$ cat config.mk
export PLATFORM = sky130hd
export DESIGN_NAME = serial_adder_ctrl
export DESIGN_NICKNAME = d
export VERILOG_FILES = /design/src/rtl/serial_adder_ctrl.sv
export SDC_FILE = /design/constraint.sdc
export NUM_CORES = 1
export LEC_CHECK = 0
export CORE_UTILIZATION = 40
export DETAILED_ROUTE_END_ITERATION = 16
export PLACE_DENSITY_LB_ADDON = 0.05
export SYNTH_ARGS = -nofsm -noshare
export SYNTH_HDL_FRONTEND = slang
export SYNTH_SLANG_ARGS = --single-unit
$ cat constraint.sdc
create_clock -name clk -period 2.9 [get_ports clk]
set_clock_uncertainty 0.15 [all_clocks]
set_input_delay 0.87 -clock clk [delete_from_list [all_inputs] [get_ports clk]]
set_output_delay 0.87 -clock clk [all_outputs]
set_load 0.05 [all_outputs]
$ cat src/rtl/serial_adder_ctrl.sv
// serial_adder_ctrl
//   Bit-serial WIDTH-bit adder controller. It loads two operands and a
//   carry-in on start, then drives one bit pair per clock, LSB first, into
//   an external 1-bit full-adder cell. Alongside each bit pair it drives
//   the carry registered from the previous bit. The sum bits returned by
//   the cell are collected in a shift register. When all WIDTH bits have
//   been processed, the WIDTH-bit sum and the final carry-out are latched
//   and held until the next completion.
//
// Ports
//   clk, rst            clock (rising edge), async active-high reset
//   start               operation request, sampled only while idle
//   a_in, b_in, ci_in   operands and initial carry, sampled with start
//   fa_a, fa_b, fa_ci   bit pair and carry presented to the full-adder cell
//   fa_s, fa_co         sum and carry returned by the cell (combinational)
//   busy                high while an operation is in flight (RUN, DONE)
//   done                one-cycle completion pulse
//   sum, co             last completed result
//
// state | meaning
// ------+-----------------------------------------------------------
// IDLE  | waiting for start; cell inputs held at 0
// RUN   | one bit per cycle through the cell, cnt counts bits done
// DONE  | result latched; done pulse for this single cycle
module serial_adder_ctrl #(
  parameter int WIDTH = 8
) (
  input  logic             clk,
  input  logic             rst,
  input  logic             start,
  input  logic [WIDTH-1:0] a_in,
  input  logic [WIDTH-1:0] b_in,
  input  logic             ci_in,
  output logic             fa_a,
  output logic             fa_b,
  output logic             fa_ci,
  input  logic             fa_s,
  input  logic             fa_co,
  output logic             busy,
  output logic             done,
  output logic [WIDTH-1:0] sum,
  output logic             co
);

  localparam int CW = (WIDTH > 1) ? $clog2(WIDTH) : 1;
  localparam logic [CW-1:0] CNT_LAST = CW'(WIDTH - 1);

  typedef enum logic [1:0] {
    ST_IDLE = 2'd0,
    ST_RUN  = 2'd1,
    ST_DONE = 2'd2
  } state_t;

  state_t           state_q, state_d;
  logic [WIDTH-1:0] a_sh_q, a_sh_d;
  logic [WIDTH-1:0] b_sh_q, b_sh_d;
  logic [WIDTH-1:0] sum_sh_q, sum_sh_d;
  logic [CW-1:0]    cnt_q, cnt_d;
  logic             carry_q, carry_d;
  logic [WIDTH-1:0] sum_q, sum_d;
  logic             co_q, co_d;

  always_ff @(posedge clk or posedge rst) begin
    if (rst) begin
      state_q  <= ST_IDLE;
      a_sh_q   <= '0;
      b_sh_q   <= '0;
      sum_sh_q <= '0;
      cnt_q    <= '0;
      carry_q  <= 1'b0;
      sum_q    <= '0;
      co_q     <= 1'b0;
    end else begin
      state_q  <= state_d;
      a_sh_q   <= a_sh_d;
      b_sh_q   <= b_sh_d;
      sum_sh_q <= sum_sh_d;
      cnt_q    <= cnt_d;
      carry_q  <= carry_d;
      sum_q    <= sum_d;
      co_q     <= co_d;
    end
  end

  always_comb begin
    state_d  = state_q;
    a_sh_d   = a_sh_q;
    b_sh_d   = b_sh_q;
    sum_sh_d = sum_sh_q;
    cnt_d    = cnt_q;
    carry_d  = carry_q;
    sum_d    = sum_q;
    co_d     = co_q;
    fa_a     = 1'b0;
    fa_b     = 1'b0;
    fa_ci    = 1'b0;

    case (state_q)
      ST_IDLE: begin
        if (start) begin
          a_sh_d  = a_in;
          b_sh_d  = b_in;
          carry_d = ci_in;
          cnt_d   = '0;
          state_d = ST_RUN;
        end
      end

      ST_RUN: begin
        fa_a     = a_sh_q[0];
        fa_b     = b_sh_q[0];
        fa_ci    = carry_q;
        // The sum bit enters at the MSB, so after WIDTH shifts the first
        // (LSB) result bit has reached position 0.
        sum_sh_d = {fa_s, sum_sh_q[WIDTH-1:1]};
        carry_d  = fa_co;
        a_sh_d   = a_sh_q >> 1;
        b_sh_d   = b_sh_q >> 1;
        cnt_d    = cnt_q + CW'(1);
        if (cnt_q == CNT_LAST) begin
          sum_d   = {fa_s, sum_sh_q[WIDTH-1:1]};
          co_d    = fa_co;
          state_d = ST_DONE;
        end
      end

      ST_DONE: begin
        state_d = ST_IDLE;
      end

      default: begin
        state_d = ST_IDLE;
      end
    endcase
  end

  assign busy = (state_q != ST_IDLE);
  assign done = (state_q == ST_DONE);
  assign sum  = sum_q;
  assign co   = co_q;

endmodule

==> impl_metrics.py, run 1 <==
metrics = {
    "finish": {
        "final_nets": 223,
        "synthToLayoutAreaGrowth_pct": 31.78,
        "antenna_cells": 0,
        "layout-drive-gt1-share_pct": 16.00,
    },
    "power_and_ir_drop": {
        "cellPowerDensity_nw_per_um2": 1158,
        "switching_share_pct": 40.89,
        "combinationalPowerShare_pct": 51.3,
        "vdd.ir_drop.worst_mv": 0.8577,
        "internal_power_w": 0.001569,
        "leakage_nw": 1.078,
        "clockPowerShare_pct": 14.3,
        "seqPwrFrac_pct": 34.4,
        "switchingPower_w": 0.001086,
    },
    "sta": {
        "setup_violation_total_in_the_final_timing_report": 0,
        "max_slew.worst_pin.slew_ns": 0.4994,
        "final_period_minus_worst_setup_slack_ns": 2.585,
        "final_slew_viol_count": 0,
        "hold_ws_ns": 0.3435,
        "finalHoldViolCount": 0,
        "slew_headroom_pct": 66.60,
        "final.setup.tns_ns": 0,
        "grt_setup_unrepaired": "false",
        "final.period_utilization_pct": 89.15,
        "fmax_mhz": 386.8,
    },
    "setup_path": {
        "critical_path_arrival_ns": 1.57,
        "r2r_setup_slack_ns": 1.21,
        "crit_type": "reg -> out",
        "worst_setup_path_start_kind": "register",
        "worstPathRequired_ns": 1.88,
        "cp_top_family": "flip-flops",
        "rr_startpoint": "state_q[1]",
        "critPathMaxFanout": 12,
        "worst-path-buf-inv": 2,
        "crit_path_end_kind": "output port",
        "path_cells": "nor2b_1 > buf_4 > and2_1 > buf_12",
        "critPathMaxStageDelay_ns": 0.53,
        "worstRegToRegCells": 3,
        "r2r-end": "a_sh_q[4]",
        "critical_path_top_delay_cell": "sky130_fd_sc_hd__dfrtp_1",
    },
    "grt": {
        "antenna_found_initial": 0,
        "grt-ovfl-total": 0,
        "grtUsageTotal_pct": 17.88,
        "grt_start_max_net_pins": 37,
        "first_pass_grt_wire_length_microns": 5871,
        "grt_pass1_vias": 1236,
    },
    "floorplanning": {
        "vertical_extent_of_the_die_microns": 67.96,
        "start_util_pct": 42.59,
        "floorplan.rows": 23,
        "design.die.area_sq_um": 4619,
        "core_region_area_sq_um": 4086,
        "die_width_microns": 67.96,
        "floorplan.io_pins": 36,
    },
    "clock_tree": {
        "clock-root-buffer": "sky130_fd_sc_hd__clkbuf_8",
        "clkSinkCount": 38,
        "post-cts-setup-buffers": 0,
        "clk_pin_slew_worst_paths_ns": 0.08,
        "cts.hold.buffers_added": 0,
        "worstSkewPairLatency_ns": 0.30,
        "cts_made_buffers": 5,
        "cts_htree_levels": 2,
        "cts.repair.resized": 0,
        "cts_tree": "built",
        "clk_path_buf_depth": 2,
    },
    "synth": {
        "netlist.top_cell.by_area": "sky130_fd_sc_hd__dfrtp_1",
        "synthesis.area_sq_um": 1740,
        "synth_seq_cells": 38,
        "yosysMostFrequentCell": "sky130_fd_sc_hd__dfrtp_1",
        "synthesis.area_per_instance_sq_um": 10.95,
        "netlist_instances": 159,
        "synth_edf_count": 0,
        "synth_top_cells_by_area": "sky130_fd_sc_hd__dfrtp_1 55%, sky130_fd_sc_hd__mux2_4 7.8%, sky130_fd_sc_hd__nand2_1 5.6%, sky130_fd_sc_hd__nor2b_1 3.2%, sky130_fd_sc_hd__o22a_1 3.0%",
        "yosys_warnings": 0,
        "ys_dominant_reg_cell": "sky130_fd_sc_hd__dfrtp_1",
        "postSynth.asyncResetShare_pct": 100.0,
        "yosysSeqAreaShare_pct": 54.64,
        "synth_top_cells_by_count": "38 x sky130_fd_sc_hd__dfrtp_1, 26 x sky130_fd_sc_hd__nand2_1, 10 x sky130_fd_sc_hd__a21oi_1, 10 x sky130_fd_sc_hd__inv_1",
        "syn_nets": 183,
        "post_synth_cell_types": 26,
        "synth_top_cell_area_share_pct": 54.64,
    },
    "routing": {
        "ant_nets": 0,
        "detail_route.vias_per_cell": 5.056,
        "detail_route.wirelength_microns": 3579,
        "drcViolationCount": 0,
        "drt-wirelength-per-cell_microns": 14.32,
        "detail_route.first_pass.iterations": 4,
        "num_vias": 1264,
        "drt_first_iter_violations": 41,
    },
    "job": {
        "drv_cap": 0,
    },
    "min_path": {
        "hold_path_class": "reg -> reg",
        "worstHoldStart": "sum_sh_q[1]",
        "worstHoldPathCells": 2,
        "hold_end": "sum_sh_q[1]",
    },
    "placed_design": {
        "dp_hpwl_microns": 2554,
        "globalplace.congestion": 0.7645,
        "placement.io_buffers": 35,
    },
    "status": {
        "status": "finished clean",
    },
}
==> state kept, by name (all words and copies together) (netlist names) <==
| name | count |
|---|---|
| a_sh_q | 8 |
| state_q | 2 |
| sum | 8 |
| cnt_q | 3 |
| carry_q | 1 |
| co | 1 |
| sum_sh_q | 7 |
| b_sh_q | 8 |
==> power groups by stage <==
stage / Clock, W / Sequential, W / Combinational, W
floorplan: 0 / 0.00110 / 0.000718
global placement: 0 / 0.000917 / 0.00135
detailed placement: 0 / 0.000925 / 0.00137
CTS: 0.000389 / 0.000916 / 0.00138
global route: 0.000415 / 0.000945 / 0.00147
finish: 0.000380 / 0.000914 / 0.00136
==> layout make-up <==
| class | count | area [sq um] |
|---|---|---|
| clock buffer | 6 | 82.58 |
| fill | 339 | 1793 |
| timing repair buffer | 42 | 440.4 |
| inverter | 10 | 37.54 |
| clock inverter | 2 | 12.51 |
| tap | 50 | 62.56 |
| sequential | 38 | 950.9 |
| multi-input combinational | 102 | 706.9 |
==> worst max-delay path by stage <==
stage / from / end / depth (start not counted)
CTS: state_q[1] / fa_a / 4
floorplan: state_q[1] / done / 2
detailed placement: start / a_sh_q[4] / 4
finish: state_q[1] / fa_a / 4
global placement: start / a_sh_q[4] / 4
global route: state_q[1] / fa_a / 4
==> through the flow <==
stage	cell area, sq um	utilization (%)	total power (W)	cells	worst slack [ns]
finish	2293	56.12	0.002655	250	0.3148
global route	2293	56.12	0.002826	250	0.1733
CTS	2293	56.12	0.002683	250	0.2917
detailed placement	2198	53.80	0.002300	242	0.3141
global placement	2198	53.80	0.002266	242	0.3158
floorplan	1740	-	0.001817	159	0.5459
==> cells by family (layout without fill, tap and decap cells) <==
kind of cell	count (synthesis)	count (layout)	synth area share, %
adders and majority gates	2	2	1.438
AOI/OAI and AO/OA	32	32	13.44
muxes	9	9	7.764
and+or+nand+nor	59	59	17.97
buffers and inverters	19	60	4.745
DFF	38	38	54.64
==> layer usage <==
| layer | track usage, % | share of wire (%) | vias to the layer above |
|---|---|---|---|
| met2 | 29.53 | 49 | 27 |
| met4 | 6.250 | 1.4 | 0 |
| met1 | 21.86 | 46 | 602 |
| met3 | 5.500 | 3.7 | 6 |
| met5 | 0 | 0 | - |
| li1 | - | - | 629 |
==> cell usage in the layout (no fill, tap or decap), drive strengths merged, types with 5 or more instances in the layout <==
cell type and instances:
dfrtp 38, clkdlybuf4s50 30, nand2 27, buf 12, inv 10, a21oi 10
nor2b 9, mux2 9, nor3b 6, o22a 6, clkbuf 6, nor3 5
a221oi 5
==> worst reg2reg max path: cells and delay by family (launching register included) <==
kind | cells | cell delay, ns
flip-flops | 1 | 0.53
AND/OR/NAND/NOR | 1 | 0.42
AO/OA/AOI/OAI | 1 | 0.28
buffers and inverters | 1 | 0.26
Note: power is estimated with default switching activity, not from simulation.
==> inputs of run 2 (changes only) <==
--- a/config.mk
+++ b/config.mk
@@ -6,6 +6,7 @@
 export NUM_CORES = 1
 export LEC_CHECK = 0
 export CORE_UTILIZATION = 40
+export CTS_BUF_LIST = sky130_fd_sc_hd__clkbuf_16
 export DETAILED_ROUTE_END_ITERATION = 16
 export PLACE_DENSITY_LB_ADDON = 0.05
 export SYNTH_ARGS = -nofsm -noshare
==> constraint.sdc (replaced) <==
create_clock -name clk -period 2.8 [get_ports clk]
set_clock_uncertainty 0.15 [all_clocks]
set_input_delay 0.84 -clock clk [delete_from_list [all_inputs] [get_ports clk]]
set_output_delay 0.84 -clock clk [all_outputs]
set_load 0.05 [all_outputs]
==> run 2 against run 1 <==
Effect of this change: critical path depth is 1 lower; clock power is 37% higher; sequential share of layout area is 1.2 points lower; critical path type unchanged; critical endpoint unchanged; largest power group unchanged.
==> impl_metrics.py, run 2 (synthesis gave the netlist of run 1 again) <==
metrics = {
    "sta": {
        "setup_violation_total_in_the_final_timing_report": 0,
        "finalHoldViolCount": 0,
        "max_slew.worst_pin.slew_ns": 0.4977,
        "final_period_minus_worst_setup_slack_ns": 2.499,
        "fmax_mhz": 400.1,
        "slew_headroom_pct": 66.71,
        "grt_setup_unrepaired": "false",
        "final.period_utilization_pct": 89.26,
        "final_slew_viol_count": 0,
        "final.setup.tns_ns": 0,
    },
    "job": {
        "drv_cap": 0,
    },
    "floorplanning": {
        "core_region_area_sq_um": 4086,
        "design.die.area_sq_um": 4619,
        "start_util_pct": 42.59,
        "floorplan.io_pins": 36,
        "vertical_extent_of_the_die_microns": 67.96,
        "die_width_microns": 67.96,
        "floorplan.rows": 23,
    },
    "routing": {
        "drcViolationCount": 0,
        "detail_route.vias_per_cell": 5.262,
        "num_vias": 1326,
        "drt-wirelength-per-cell_microns": 15.36,
        "drt_first_iter_violations": 65,
        "detail_route.wirelength_microns": 3871,
        "detail_route.first_pass.iterations": 4,
        "ant_nets": 0,
    },
    "setup_path": {
        "crit_path_end_kind": "output port",
        "worst_setup_path_start_kind": "register",
        "worstPathRequired_ns": 1.81,
        "r2r-end": "sum[3]",
        "rr_startpoint": "state_q[0]",
        "critPathMaxFanout": 11,
        "critical_path_arrival_ns": 1.51,
        "r2r_setup_slack_ns": 0.90,
        "crit_type": "reg -> out",
        "worstRegToRegCells": 4,
    },
    "grt": {
        "first_pass_grt_wire_length_microns": 6147,
        "grt_start_max_net_pins": 39,
        "grtUsageTotal_pct": 18.38,
        "antenna_found_initial": 0,
        "grt-ovfl-total": 0,
        "grt_pass1_vias": 1320,
    },
    "clock_tree": {
        "clock-root-buffer": "sky130_fd_sc_hd__clkbuf_16",
        "cts_htree_levels": 2,
        "cts.repair.resized": 0,
        "clk_path_buf_depth": 2,
        "clk_pin_slew_worst_paths_ns": 0.06,
        "worstSkewPairLatency_ns": 0.27,
        "clkSinkCount": 38,
        "cts.hold.buffers_added": 0,
        "cts_made_buffers": 5,
        "post-cts-setup-buffers": 0,
        "cts_tree": "built",
    },
    "min_path": {
        "worstHoldStart": "sum[2]",
        "hold_end": "sum[2]",
        "hold_path_class": "reg -> reg",
        "worstHoldPathCells": 1,
    },
    "power_and_ir_drop": {
        "leakage_nw": 1.115,
        "vdd.ir_drop.worst_mv": 0.8699,
        "cellPowerDensity_nw_per_um2": 1232,
    },
    "placed_design": {
        "dpl.cell_count": 244,
        "globalplace.congestion": 0.8027,
        "dp_hpwl_microns": 2736,
        "placement.io_buffers": 35,
    },
    "finish": {
        "layout-drive-gt1-share_pct": 15.84,
        "most-common-layout-cells": "38 x sky130_fd_sc_hd__dfrtp_1, 30 x sky130_fd_sc_hd__clkdlybuf4s50_1, 26 x sky130_fd_sc_hd__nand2_1, 11 x sky130_fd_sc_hd__inv_1, 10 x sky130_fd_sc_hd__a21oi_1",
        "fill_cells": 349,
        "final_nets": 225,
        "layout_commonest_cell": "sky130_fd_sc_hd__dfrtp_1",
        "synthToLayoutAreaGrowth_pct": 35.80,
        "antenna_cells": 0,
        "final_std_cells_w_o_fill": 252,
    },
    "status": {
        "status": "finished clean",
    },
}
[run 2: cell count changes in the layout (fill, tap and decap cells not counted)]
cell,change
sky130_fd_sc_hd__buf_4,+1
sky130_fd_sc_hd__buf_12,+1
sky130_fd_sc_hd__inv_1,+1
sky130_fd_sc_hd__clkinvlp_4,-1
sky130_fd_sc_hd__clkbuf_16,+5
sky130_fd_sc_hd__clkbuf_8,-6
sky130_fd_sc_hd__clkinv_1,+1
[run 2: power breakdown]
group	leakage (nW)	switching [W]	total (W)	internal, W
clock network	0.0724	0.000200	0.000522	0.000321
registers	0.466	0.000168	0.000971	0.000803
logic	0.577	0.000783	0.00142	0.000635
[run 2: how the worst max path moves through the flow]
stage / from / end / slack, ns / depth (start not counted)
finish: state_q[0] / fa_a / 0.30 / 3
global route: state_q[0] / fa_a / 0.18 / 3
CTS: state_q[0] / fa_ci / 0.28 / 3
detailed placement: start / a_sh_q[4] / 0.42 / 5
global placement: start / a_sh_q[4] / 0.46 / 5
floorplan: state_q[1] / done / 0.48 / 2
[run 2: layout make-up]
class | count | area [sq um] | share of cell area [%]
Clock buffer | 5 | 125.1 | 5.294
Multi-Input combinational cell | 102 | 706.9 | 29.91
Clock inverter | 3 | 12.51 | 0.5294
Inverter | 10 | 37.54 | 1.588
Sequential cell | 38 | 950.9 | 40.23
Timing Repair Buffer | 44 | 467.9 | 19.80
Tap cell | 50 | 62.56 | 2.647
[run 2: worst max-delay path: stages (launching register included)]
cell                      delay, ns
sky130_fd_sc_hd__dfrtp_1       0.58
sky130_fd_sc_hd__nor2b_1       0.29
sky130_fd_sc_hd__and2_1        0.22
sky130_fd_sc_hd__buf_12        0.15
[run 2: stage by stage]
step           hold slack (ns)  power [W]  util, %  setup WS (ns)  area, sq um
3_5_place_dp            0.3334   0.002410    54.47         0.4218         2226
2_1_floorplan           0.2959   0.001882        -         0.4759         1740
3_3_place_gp            0.3109   0.002367    54.47         0.4574         2226
4_1_cts                 0.3606   0.002941    57.84         0.2825         2364
5_1_grt                 0.3753   0.003090    57.84         0.1755         2364
6_report                0.3571   0.002911    57.84         0.3006         2364
[run 2: per-layer routing]
metal	share of wire, %	vias to the layer above	global-route usage [%]
met5	0	-	0
met4	0.59	0	5.469
met3	3.8	2	5.167
met2	51	31	31.50
met1	44	661	22.22
li1	-	632	-
